===== config.mk =====
export PLATFORM = sky130hd
export DESIGN_NAME = cory_demux_route_flat
export DESIGN_NICKNAME = d
export VERILOG_FILES = /design/src/rtl/cory_demux_route_pkg.sv /design/src/rtl/cory_demux_route_if.sv /design/src/rtl/cory_demux_route_pipe.sv /design/src/rtl/cory_demux_route.sv /design/src/flat_wrapper.sv
export SDC_FILE = /design/constraint.sdc
export NUM_CORES = 1
export LEC_CHECK = 0
export CAP_MARGIN = 20
export CORE_UTILIZATION = 35
export DETAILED_ROUTE_END_ITERATION = 6
export HOLD_SLACK_MARGIN = 0.02
export PLACE_DENSITY = 0.75
export SETUP_SLACK_MARGIN = 0.05
export SYNTH_ARGS = -nofsm -noshare
export SYNTH_HDL_FRONTEND = slang
export SYNTH_HIERARCHICAL = 1
export SYNTH_SLANG_ARGS = --single-unit

===== constraint.sdc =====
create_clock -name clk -period 1.4 [get_ports clk]
set_input_delay 0.21 -clock clk [delete_from_list [all_inputs] [get_ports clk]]
set_output_delay 0.21 -clock clk [all_outputs]
set_load 0.02 [all_outputs]

===== src/rtl/cory_demux_route_pkg.sv =====
// Shared types and width helper for the cory_demux routing front end.
// The select width is derived from the demux output count R exactly as cory_demux does.
package cory_demux_route_pkg;

    typedef enum logic {
        SOP  = 1'b0,
        BODY = 1'b1
    } state_e;

    function automatic int unsigned sel_width(input int unsigned r);
        if (r <= 2)
            return 1;
        else if (r <= 4)
            return 2;
        else if (r <= 8)
            return 3;
        else
            return 4;
    endfunction

endpackage


===== src/rtl/cory_demux_route_if.sv =====
// Packet input stream plus the forked data (z) and select (s) output streams.
// The slave modport is the router's view; master is the surrounding environment's view.
interface cory_demux_route_if #(
    parameter int unsigned N = 8,
    parameter int unsigned S = 1
);
    logic         a_v;
    logic [N-1:0] a_d;
    logic         a_l;
    logic         a_r;

    logic         z_v;
    logic [N-1:0] z_d;
    logic         z_r;

    logic         s_v;
    logic [S-1:0] s_d;
    logic         s_r;

    modport slave (
        input  a_v, a_d, a_l, z_r, s_r,
        output a_r, z_v, z_d, s_v, s_d
    );

    modport master (
        output a_v, a_d, a_l, z_r, s_r,
        input  a_r, z_v, z_d, s_v, s_d
    );
endinterface


===== src/rtl/cory_demux_route_pipe.sv =====
// One-entry valid/data register with its own downstream ready.
// Drain and reload in the same cycle keeps valid high with the new contents.
module cory_pipe #(
    parameter int unsigned W = 8
) (
    input  logic         clk,
    input  logic         reset,
    input  logic         load_i,
    input  logic [W-1:0] d_i,
    input  logic         rdy_i,
    output logic         v_o,
    output logic [W-1:0] d_o
);
    logic         v_q, v_d;
    logic [W-1:0] d_q, d_d;

    always_comb begin
        v_d = v_q;
        d_d = d_q;
        if (load_i) begin
            v_d = 1'b1;
            d_d = d_i;
        end else if (rdy_i) begin
            v_d = 1'b0;
        end
    end

    always_ff @(posedge clk or posedge reset) begin
        if (reset) begin
            v_q <= 1'b0;
            d_q <= '0;
        end else begin
            v_q <= v_d;
            d_q <= d_d;
        end
    end

    assign v_o = v_q;
    assign d_o = d_q;
endmodule


===== src/rtl/cory_demux_route.sv =====
// Latches a packet's destination from its first beat and forks every forwarded beat
// into independent data and select streams feeding cory_demux.
module cory_demux_route
    import cory_demux_route_pkg::*;
#(
    parameter int unsigned N        = 8,
    parameter int unsigned R        = 2,
    parameter int unsigned DROP_HDR = 0
) (
    input  logic                     clk,
    input  logic                     reset,
    cory_demux_route_if.slave        bus,
    output logic                     o_err,
    output logic [15:0]              o_pkt_cnt
);
    localparam int unsigned S    = sel_width(R);
    localparam bit          DROP = (DROP_HDR != 0);
    localparam logic [S-1:0] CLAMP = S'(R - 1);

    state_e       state_q, state_d;
    logic [S-1:0] dest_q, dest_d;
    logic         err_q, err_d;
    logic [15:0]  cnt_q, cnt_d;

    logic [S-1:0] raw_dest;
    logic         oor;
    logic [S-1:0] dest_new;
    logic [S-1:0] sel_now;
    logic         in_sop;
    logic         accept;
    logic         fwd;
    logic         pipes_free;

    assign in_sop   = (state_q == SOP);
    assign raw_dest = bus.a_d[S-1:0];
    assign oor      = (32'(raw_dest) >= R);
    assign dest_new = oor ? CLAMP : raw_dest;
    // The header beat's own select must use the fresh destination, not the stale latch.
    assign sel_now  = in_sop ? dest_new : dest_q;

    assign pipes_free = (!bus.z_v | bus.z_r) & (!bus.s_v | bus.s_r);
    // A dropped header never touches the pipes, so it needs no downstream space.
    assign bus.a_r    = (in_sop && DROP) ? 1'b1 : pipes_free;
    assign accept     = bus.a_v & bus.a_r;
    assign fwd        = accept & !(in_sop && DROP);

    always_comb begin
        state_d = state_q;
        dest_d  = dest_q;
        err_d   = err_q;
        cnt_d   = cnt_q;
        if (accept) begin
            if (in_sop) begin
                dest_d = dest_new;
                if (oor)
                    err_d = 1'b1;
            end
            if (bus.a_l) begin
                state_d = SOP;
                cnt_d   = cnt_q + 16'd1;
            end else begin
                state_d = BODY;
            end
        end
    end

    always_ff @(posedge clk or posedge reset) begin
        if (reset) begin
            state_q <= SOP;
            dest_q  <= '0;
            err_q   <= 1'b0;
            cnt_q   <= '0;
        end else begin
            state_q <= state_d;
            dest_q  <= dest_d;
            err_q   <= err_d;
            cnt_q   <= cnt_d;
        end
    end

    cory_pipe #(.W(N)) u_z (
        .clk    (clk),
        .reset  (reset),
        .load_i (fwd),
        .d_i    (bus.a_d),
        .rdy_i  (bus.z_r),
        .v_o    (bus.z_v),
        .d_o    (bus.z_d)
    );

    cory_pipe #(.W(S)) u_s (
        .clk    (clk),
        .reset  (reset),
        .load_i (fwd),
        .d_i    (sel_now),
        .rdy_i  (bus.s_r),
        .v_o    (bus.s_v),
        .d_o    (bus.s_d)
    );

    assign o_err     = err_q;
    assign o_pkt_cnt = cnt_q;
endmodule

===== src/flat_wrapper.sv =====
// flat-port wrapper written by rule: the top's interface ports become plain ports
module cory_demux_route_flat import cory_demux_route_pkg::*;
#(
    parameter int unsigned N        = 8,
    parameter int unsigned R        = 2,
    parameter int unsigned DROP_HDR = 0
)
  (clk, reset, o_err, o_pkt_cnt, bus_a_v, bus_a_d, bus_a_l, bus_z_r, bus_s_r, bus_a_r, bus_z_v, bus_z_d, bus_s_v, bus_s_d);
  cory_demux_route_if #(.N(N)) bus_i ();
  input  logic clk;
  input  logic reset;
  output logic o_err;
  output logic [15:0] o_pkt_cnt;
  input wire logic [$bits(bus_i.a_v)-1:0] bus_a_v;
  input wire logic [$bits(bus_i.a_d)-1:0] bus_a_d;
  input wire logic [$bits(bus_i.a_l)-1:0] bus_a_l;
  input wire logic [$bits(bus_i.z_r)-1:0] bus_z_r;
  input wire logic [$bits(bus_i.s_r)-1:0] bus_s_r;
  output wire logic [$bits(bus_i.a_r)-1:0] bus_a_r;
  output wire logic [$bits(bus_i.z_v)-1:0] bus_z_v;
  output wire logic [$bits(bus_i.z_d)-1:0] bus_z_d;
  output wire logic [$bits(bus_i.s_v)-1:0] bus_s_v;
  output wire logic [$bits(bus_i.s_d)-1:0] bus_s_d;
  assign bus_i.a_v = bus_a_v;
  assign bus_i.a_d = bus_a_d;
  assign bus_i.a_l = bus_a_l;
  assign bus_i.z_r = bus_z_r;
  assign bus_i.s_r = bus_s_r;
  assign bus_a_r = bus_i.a_r;
  assign bus_z_v = bus_i.z_v;
  assign bus_z_d = bus_i.z_d;
  assign bus_s_v = bus_i.s_v;
  assign bus_s_d = bus_i.s_d;
  cory_demux_route #(.N(N), .R(R), .DROP_HDR(DROP_HDR)) u_core (.clk(clk), .reset(reset), .bus(bus_i), .o_err(o_err), .o_pkt_cnt(o_pkt_cnt));
endmodule

After elaboration in Yosys (flattened, before gate mapping):

Cells that the tools add are included.
Widths: inputs -> output; s select.

* muxes and demuxes: 5
* reductions and logical operators: 6
* add/subtract/negate cells: 1
* bitwise logic cells: 5

Operator list (count)
* $add 16x1->16 const B: 1
* $mux 1: 5
* $reduce_and 2->1: 2
* $reduce_bool 2->1: 2
* $and 1x1->1: 2
* $logic_not 1->1: 2
* $or 1x1->1: 2
* $not 1->1: 1

* input bits: 14
* flip-flop bits (word level): 28
* logic and storage cells: 23

Logic depth before layout (Yosys ltp):

Gate-level depths: netlist of the first run.

* depth in word-level cells: 5
* gate-level depth with buffers: 5
* gate-level depth less buffers: 5

By module:

The synthesis of the first run kept the hierarchy.

By module, submodules not included
* cory_demux_route: area each 884.6 um2, cells each 81, instances 1, seq. area each 450.4 um2
* cory_pipe (u_core.u_z): area each 372.9 um2, cells each 21, instances 1, seq. area each 225.2 um2
* cory_pipe (u_core.u_s): area each 81.3 um2, cells each 6, instances 1, seq. area each 50.0 um2

Worst setup path after synthesis of the first run:

OpenSTA, ideal clock, no wires.

* path kind: register to register
* start: register u_core.u_z.v_q, in the netlist u_core/u_z/v_o
* end: register u_core.u_z.d_q[0], in the netlist u_core/u_z/d_o[0]
* data arrival time: 1405 ps
* library setup time: 125 ps
* path buffers: 1
* stages on the path, launching flop included: 6
* period minus slack after synthesis: 1530 ps
* data required time: 1275 ps
* slack: -130 ps
* path through: dfrtp_1 > nand2b_1 > nand3_1 > inv_1 > buf_6 > mux2_4

* cells in the longest elaborated chain, start to end: 4

Ends and longest elaborated chain
* start: declaration: line cory_demux_route_pipe.sv:14 `logic v_q, v_d;`
* start signal: assignment: line cory_demux_route_pipe.sv:33 `v_q <= v_d;`
* $logic_not 1->1: line cory_demux_route.sv:41 `assign pipes_free = (!bus.z_v | bus.z_r) & (!bus.s_v | bus.s_r);`
* $or 1x1->1: line cory_demux_route.sv:41
* $and 1x1->1: line cory_demux_route.sv:41
* $and 1x1->1: line cory_demux_route.sv:44 `assign accept = bus.a_v & bus.a_r;`
* via u_core.accept: line cory_demux_route.sv:30 `logic accept;`
* end signal: assignment: line cory_demux_route_pipe.sv:31 `d_q <= '0;`
* end signal: assignment: line cory_demux_route_pipe.sv:34 `d_q <= d_d;`
* end: declaration: line cory_demux_route_pipe.sv:15 `logic [W-1:0] d_q, d_d;`

The timed path passes the listed nets, and every way through them passes these cells.
A chain may end at the register's enable or synchronous reset.

Worst setup path in the final report of the first run:

* start: register u_core.u_s.v_q, in the netlist u_core/u_s/v_o
* end: register u_core.u_s.d_q, in the netlist u_core/u_s/d_o

* cells in the longest elaborated chain, start to end: 5

Ends and longest elaborated chain (line)
* start: declaration: cory_demux_route_pipe.sv:14
* start signal: assignment: cory_demux_route_pipe.sv:33
* $logic_not 1->1: cory_demux_route.sv:41
* $or 1x1->1: cory_demux_route.sv:41
* $and 1x1->1: cory_demux_route.sv:41
* $and 1x1->1: cory_demux_route.sv:44
* via u_core.accept: cory_demux_route.sv:30
* $reduce_and 2->1 (no source line)
* end signal: assignment: cory_demux_route_pipe.sv:31
* end signal: assignment: cory_demux_route_pipe.sv:34
* end: declaration: cory_demux_route_pipe.sv:15

The timed path passes the listed nets, and every way through them passes these cells.

==> results.yml, run 1 <==
timing:
  final.setup.tns_ps: 0
  fmax_mhz: 715.9
  min_period_over_period_pct: 99.77
  setup_viol: 0
  hold_viol_final: 0
  timing.hold.ws_ps: 154.2
  rsz0062_at_grt: "true"
  final.min_clock_period_ps: 1397
  finClkSkew_ps: 6.658
  slew_viol_final: 0
routing:
  avgViaCountPerCell: 4.556
  ant_nets: 0
  drt_pre_antenna_iters: 4
  wirelength_um: 3269
  drtIter0Drc: 18
  vias: 1057
  drc_errors: 0
  wl_per_cell_um: 14.09
clock_network:
  clkLatencyLatePin_ps: 270
  cts_buffers: 5
  tritoncts: "yes"
  htreeDepth: 2
  clkSinkCount: 29
  clk_pin_slew_worst_paths_ps: 50
  cts_buffer_depth: 2
  cts_root_buffer: "clkbuf_8"
  cts_hold_buf: 0
setup_path:
  worst_setup_path_end_kind: "flip-flop"
  cp_max_fo: 3
  crit_path_start: "u_core/u_s/v_o"
  r2r_start: "u_core/u_s/v_o"
  crit_required_ps: 1550
  crit_path_frequent_cell: "buf_6"
  cp.arrival_ps: 1550
  path_class: "reg2reg"
  crit_chain: "nand2b_4 -> buf_6 -> nand3_4 -> inv_6 -> buf_6 -> buf_6 -> mux2_4"
  critical-path-slowest-cell: "dfrtp_2"
  cp-start-kind: "flip-flop"
  max_stage_delay_ps: 420
power:
  p_switching_uw: 908.7
  p_clk_share_pct: 24.0
  combPwrFrac_pct: 36.3
  power_density_nw_per_um2: 1263
  p_total_mw: 2.845
  ir_drop_mv: 0.7377
  pwr-share-seq_pct: 39.7
  leakage_nw: 1.161
  internal_power_mw: 1.936
  swShare_pct: 31.94
floorplanning:
  dieArea_um2: 4076
  io_pins: 43
  coreArea_um2: 3661
  die_h_um: 63.85
  rows: 22
  initial_core_util_pct: 36.57
  dieWidth_um: 63.85
synth:
  synth_common_cells: "dfrtp_1 (29), xor2_1 (10), inv_1 (9), mux2_4 (9), nand2_1 (8)"
  synth_ff_type: "dfrtp_1"
  synth_seq_cells: 29
  synth_area_um2: 1339
  synth.most_common_cell: "dfrtp_1"
  yosysTopAreaCell: "dfrtp_1"
  synth.avg_cell_area_um2: 12.40
  synth-edff-count: 0
  syn-num-nets: 123
  ys_seq_area_share_pct: 54.21
  ys_types: 26
  ys_top_cells_by_area: "dfrtp_1 (54%), mux2_4 (10%), xor2_1 (6.5%), xnor2_1 (3.3%), inv_1 (2.5%)"
  synth_cells: 108
  async_flop_share_pct: 100.0
  yosysWarnings: 6
  netlist.area_leader.share_pct: 54.21
layout:
  multi_input_area_um2: 688.2
  final_nets: 198
  final_util_pct: 61.52
  syn_to_final_growth_pct: 68.22
  register_area_um2: 735.7
  num-fill-cells: 281
  n_antenna_cell: 0
  drive_above_1_share_pct: 45.65
global_routing:
  grt_pass1_wl_um: 5416
  grt-ovfl-total: 0
  grt_usage_pct: 17.78
  grt_pass1_vias: 1164
  grt_max_degree: 19
  antenna_found_initial: 0
placement:
  dp_hpwl_um: 2095
  routabilityCongestion: 0.6987
  port_buffers: 41
job:
  drv_cap: 0
run_status:
  status: "complete, no violations"
min_path:
  hold_path_class: "in2async"
cell type report:
type / count / share of cell area, %
Multi-Input combinational cell: 67 / 30.56
Clock buffer: 8 / 4.000
Inverter: 9 / 1.722
Tap cell: 48 / 2.667
Timing Repair Buffer: 71 / 28.39
Sequential cell: 29 / 32.67
layout by cell type, fill, tap and decap left out, types with 3 or more instances in the layout:
master           count
buf_6                7
clkbuf_2             3
xnor2_1              4
xor2_1               9
nand2_1              8
dlygate4sd2_1       22
clkdlybuf4s15_1      4
clkdlybuf4s50_1     11
dfrtp_1             21
mux2_4               9
nor3_4               5
buf_4               21
dfrtp_2              8
clkbuf_8             6
nand3_1              3
inv_1                8
sequential cells by signal (all words and copies together), names as in the netlist:
signal and cells:
u_core/u_z/v_o 1, u_core/u_s/v_o 1, u_core/state_q 1, u_core/o_pkt_cnt 16
u_core/dest_q 1, u_core/u_z/d_o 8, u_core/u_s/d_o 1
final timing paths:
path | endpoint | slack, ps | cells after the start
min in group clk | u_core/u_z/v_o | 390 | 3
max | u_core/u_s/d_o | 3 | 7
max in group asynchronous | u_core/o_pkt_cnt[5] | 870 | 3
max reg2reg | u_core/u_s/d_o | 3 | 7
min | u_core/u_s/d_o | 150 | 2
min reg2reg | u_core/o_pkt_cnt[15] | 470 | 1
repair_timing:
action | in CTS | in global routing
gates cloned | 1 | 0
setup endpoints to repair | 46 | 33
resized for setup | 54 | 20
pin swaps | 8 | 9
setup buffers | 15 | 2
cell families after synthesis:
kind of cell / synth area share, %
AOI/OAI and AO/OA: 1.682
xor gates and xnor gates: 9.813
and+or+nand+nor: 16.54
other: 0.2801
buffers and inverters: 4.766
adders and majority gates: 0.9344
muxes: 11.78
DFF: 54.21
per-layer routing:
layer  share of wire (%)  global-route usage, %
met4                0.83                  5.966
met1                  44                  20.00
met2                  51                  31.78
met3                 4.5                  5.179
met5                   0                      0
power groups by stage:
stage / Combinational, mW / Sequential, mW / Clock, mW
floorplan: 0.307 / 1.34 / 0
global placement: 0.970 / 1.14 / 0
detailed placement: 0.999 / 1.15 / 0
CTS: 0.998 / 1.14 / 0.704
global route: 1.10 / 1.15 / 0.746
finish: 1.03 / 1.13 / 0.683
critical path, delay by kind of cell, from the launching register on:
family | cells | cell delay [ps]
buffers and inverters | 4 | 390
and+or+nand+nor | 2 | 170
DFF | 1 | 420
muxes | 1 | 290
through the flow:
stage	setup slack, ps	cell area [um2]	std cells
finish	3.249	2252	232
global route	-32.70	2252	232
detailed placement	-366.3	1929	207
global placement	-361.8	1929	207
CTS	7.643	2222	231
floorplan	46.72	1379	108
No activity file was read; power rests on OpenSTA's default activity.
==> run 2: changes to the inputs <==
CELL_PAD_IN_SITES_DETAIL_PLACEMENT = 2   (was unset)
CELL_PAD_IN_SITES_GLOBAL_PLACEMENT = 2   (was unset)
CORE_UTILIZATION = 24   (was 35)
PLACE_DENSITY = 0.83   (was 0.75)
SYNTH_HIERARCHICAL = unset   (was 1)
==> results.yml, run 2 <==
run_status:
  status: "finished with violations"
  violations: "negative setup slack"
job:
  drv_cap: 0
timing:
  min_period_over_period_pct: 109.6
  hold_viol_final: 0
  rsz0062_at_grt: "true"
  finClkSkew_ps: 7.146
  fmax_mhz: 652.0
  setup_slack_ps: -133.8
  final.min_clock_period_ps: 1534
  slew_viol_final: 0
  setup_viol: 14
setup_path:
  crit_required_ps: 1570
  cp_num_buf_inv: 2
  cp-start-kind: "flip-flop"
  path_class: "reg2reg"
  crit_path_frequent_cell: "buf_6"
  cp.arrival_ps: 1700
  crit_chain: "nor2b_4 -> buf_6 -> nor3_4 -> buf_6 -> nand4_1 -> xnor2_1"
  worst_setup_path_end_kind: "flip-flop"
  cp_max_fo: 5
  critical-path-slowest-cell: "dfrtp_2"
  path_delay_family: "simple AND/OR/NAND/NOR gates"
  max_stage_delay_ps: 430
floorplanning:
  io_pins: 43
  dieWidth_um: 73.11
  die_h_um: 73.11
  coreArea_um2: 4786
  rows: 25
  initial_core_util_pct: 25.36
  dieArea_um2: 5345
routing:
  vias: 1064
  drt_pre_antenna_iters: 3
  wl_per_cell_um: 18.12
  wirelength_um: 4312
  drtIter0Drc: 23
  avgViaCountPerCell: 4.471
  ant_nets: 0
  drc_errors: 0
global_routing:
  antenna_found_initial: 0
  grt_pass1_wl_um: 6527
  grt_pass1_vias: 1220
  grt_max_degree: 29
  grt_usage_pct: 16.61
  grt-ovfl-total: 0
synth:
  ys_top_cells_by_area: "dfrtp_1 (58%), xnor2_1 (9.4%), nand2_1 (9.0%), nand3_1 (2.9%), nor3_4 (2.7%)"
  synth-edff-count: 0
  synth_common_cells: "nand2_1 (29), dfrtp_1 (28), xnor2_1 (13)"
  netlist.area_leader.share_pct: 57.73
  synth_cells: 110
  synth_area_um2: 1214
  synth.avg_cell_area_um2: 11.03
  synth_seq_cells: 28
  ys_seq_area_share_pct: 57.73
  yosysTopAreaCell: "dfrtp_1"
  synth_ff_type: "dfrtp_1"
  syn-num-nets: 125
  yosysWarnings: 0
  async_flop_share_pct: 100.0
  synth.most_common_cell: "nand2_1"
  ys_types: 23
layout:
  largest_reg_flops: 16
  multi_input_area_um2: 651.9
  final_nets: 187
  syn_to_final_growth_pct: 69.28
  drive_above_1_share_pct: 35.67
  n_antenna_cell: 0
  num-fill-cells: 498
  design_area_um2: 2054
  register_area_um2: 709.4
  layout_common_cells: "nand2_1 (26), dlygate4sd2_1 (26), dfrtp_1 (21)"
clock_network:
  clkSinkCount: 28
  tritoncts: "yes"
  clk_pin_slew_worst_paths_ps: 100
  cts_hold_buf: 0
  cts_buffers: 3
  clkLatencyLatePin_ps: 280
  cts_root_buffer: "clkbuf_8"
  cts_buffer_depth: 2
  htreeDepth: 1
power:
  leakage_nw: 1.034
  power_density_nw_per_um2: 1242
  ir_drop_mv: 0.5349
placement:
  pre_cts_ws_ps: -429.6
  dp_hpwl_um: 2641
  routabilityCongestion: 0.7033
  port_buffers: 41
  placedInstanceArea_um2: 1783
min_path:
  hold_path_class: "in2async"
==> run 2: area by class of cell <==
cell class | instances | share of cell area, %
clock buffer | 4 | 2.680
inverter | 1 | 0.1827
tap | 67 | 4.080
timing repair buffer | 61 | 26.80
multi-input combinational | 77 | 31.73
sequential | 28 | 34.53
==> run 2: path summary, 6_finish.rpt <==
kind,start,to,slack [ps],cells past startpoint
min in group clk,bus_s_r,u_core.u_s.v_o,410,3
max in group asynchronous,reset,u_core.o_pkt_cnt[8],800,3
hold reg to reg,u_core.o_pkt_cnt[15],u_core.o_pkt_cnt[15],470,1
setup reg to reg,u_core.u_z.v_o,u_core.o_pkt_cnt[10],-130,6
hold / removal,reset,u_core.u_z.v_o,300,3
setup / recovery,u_core.u_z.v_o,u_core.o_pkt_cnt[10],-130,6
==> run 2: cells by family after synthesis <==
family / count (synthesis) / synth area share [%]
AND/OR/NAND/NOR: 57 / 24.85
AO/OA/AOI/OAI: 1 / 0.6188
multiplexers: 2 / 1.856
other: 1 / 0.3090
buffers and inverters: 5 / 2.782
adder cells (fa/ha/maj): 1 / 1.031
XOR/XNOR: 15 / 10.83
flip-flops: 28 / 57.73
==> run 2: per-layer routing <==
metal	vias up	part of all wire, %	wire length [um]	GRT usage [%]
met5	-	0	0	0
met4	0	1.7	74	5.882
met3	6	5.4	232	3.453
met2	33	56	2406	31.79
met1	544	37	1598	17.78
li1	481	-	-	-
==> run 2: power breakdown <==
group / internal (mW) / total [mW] / switching, mW / leakage (nW)
sequential: 0.966 / 1.12 / 0.153 / 0.352
combinational: 0.415 / 0.906 / 0.491 / 0.653
clock: 0.253 / 0.527 / 0.274 / 0.0288
total: 1.63 / 2.55 / 0.917 / 1.03
==> run 2: per-stage QoR <==
step	hold slack (ps)	instances	util (%)	power [mW]	TNS, ps
after CTS	316.6	233	40.05	2.460	-61.39
after detailed placement	471.1	227	37.25	1.981	-7291
after floorplan	275.0	110	-	1.486	0
final	298.5	238	42.93	2.551	-976.5
after global routing	324.6	238	42.93	2.669	-1867
after global placement	458.0	227	37.25	1.915	-5977
==> run 2: repair_timing <==
action                                  CTS  global route
buffers inserted                          2             6
endpoints found under the setup margin   45            21
pin swaps                                 7             9
gates resized for setup                  56            24
==> run 2: tightest hold or removal path, stage by stage <==
cell             delay [ps]
clkdlybuf4s50_1         390
inv_1                    60
buf_4                   340
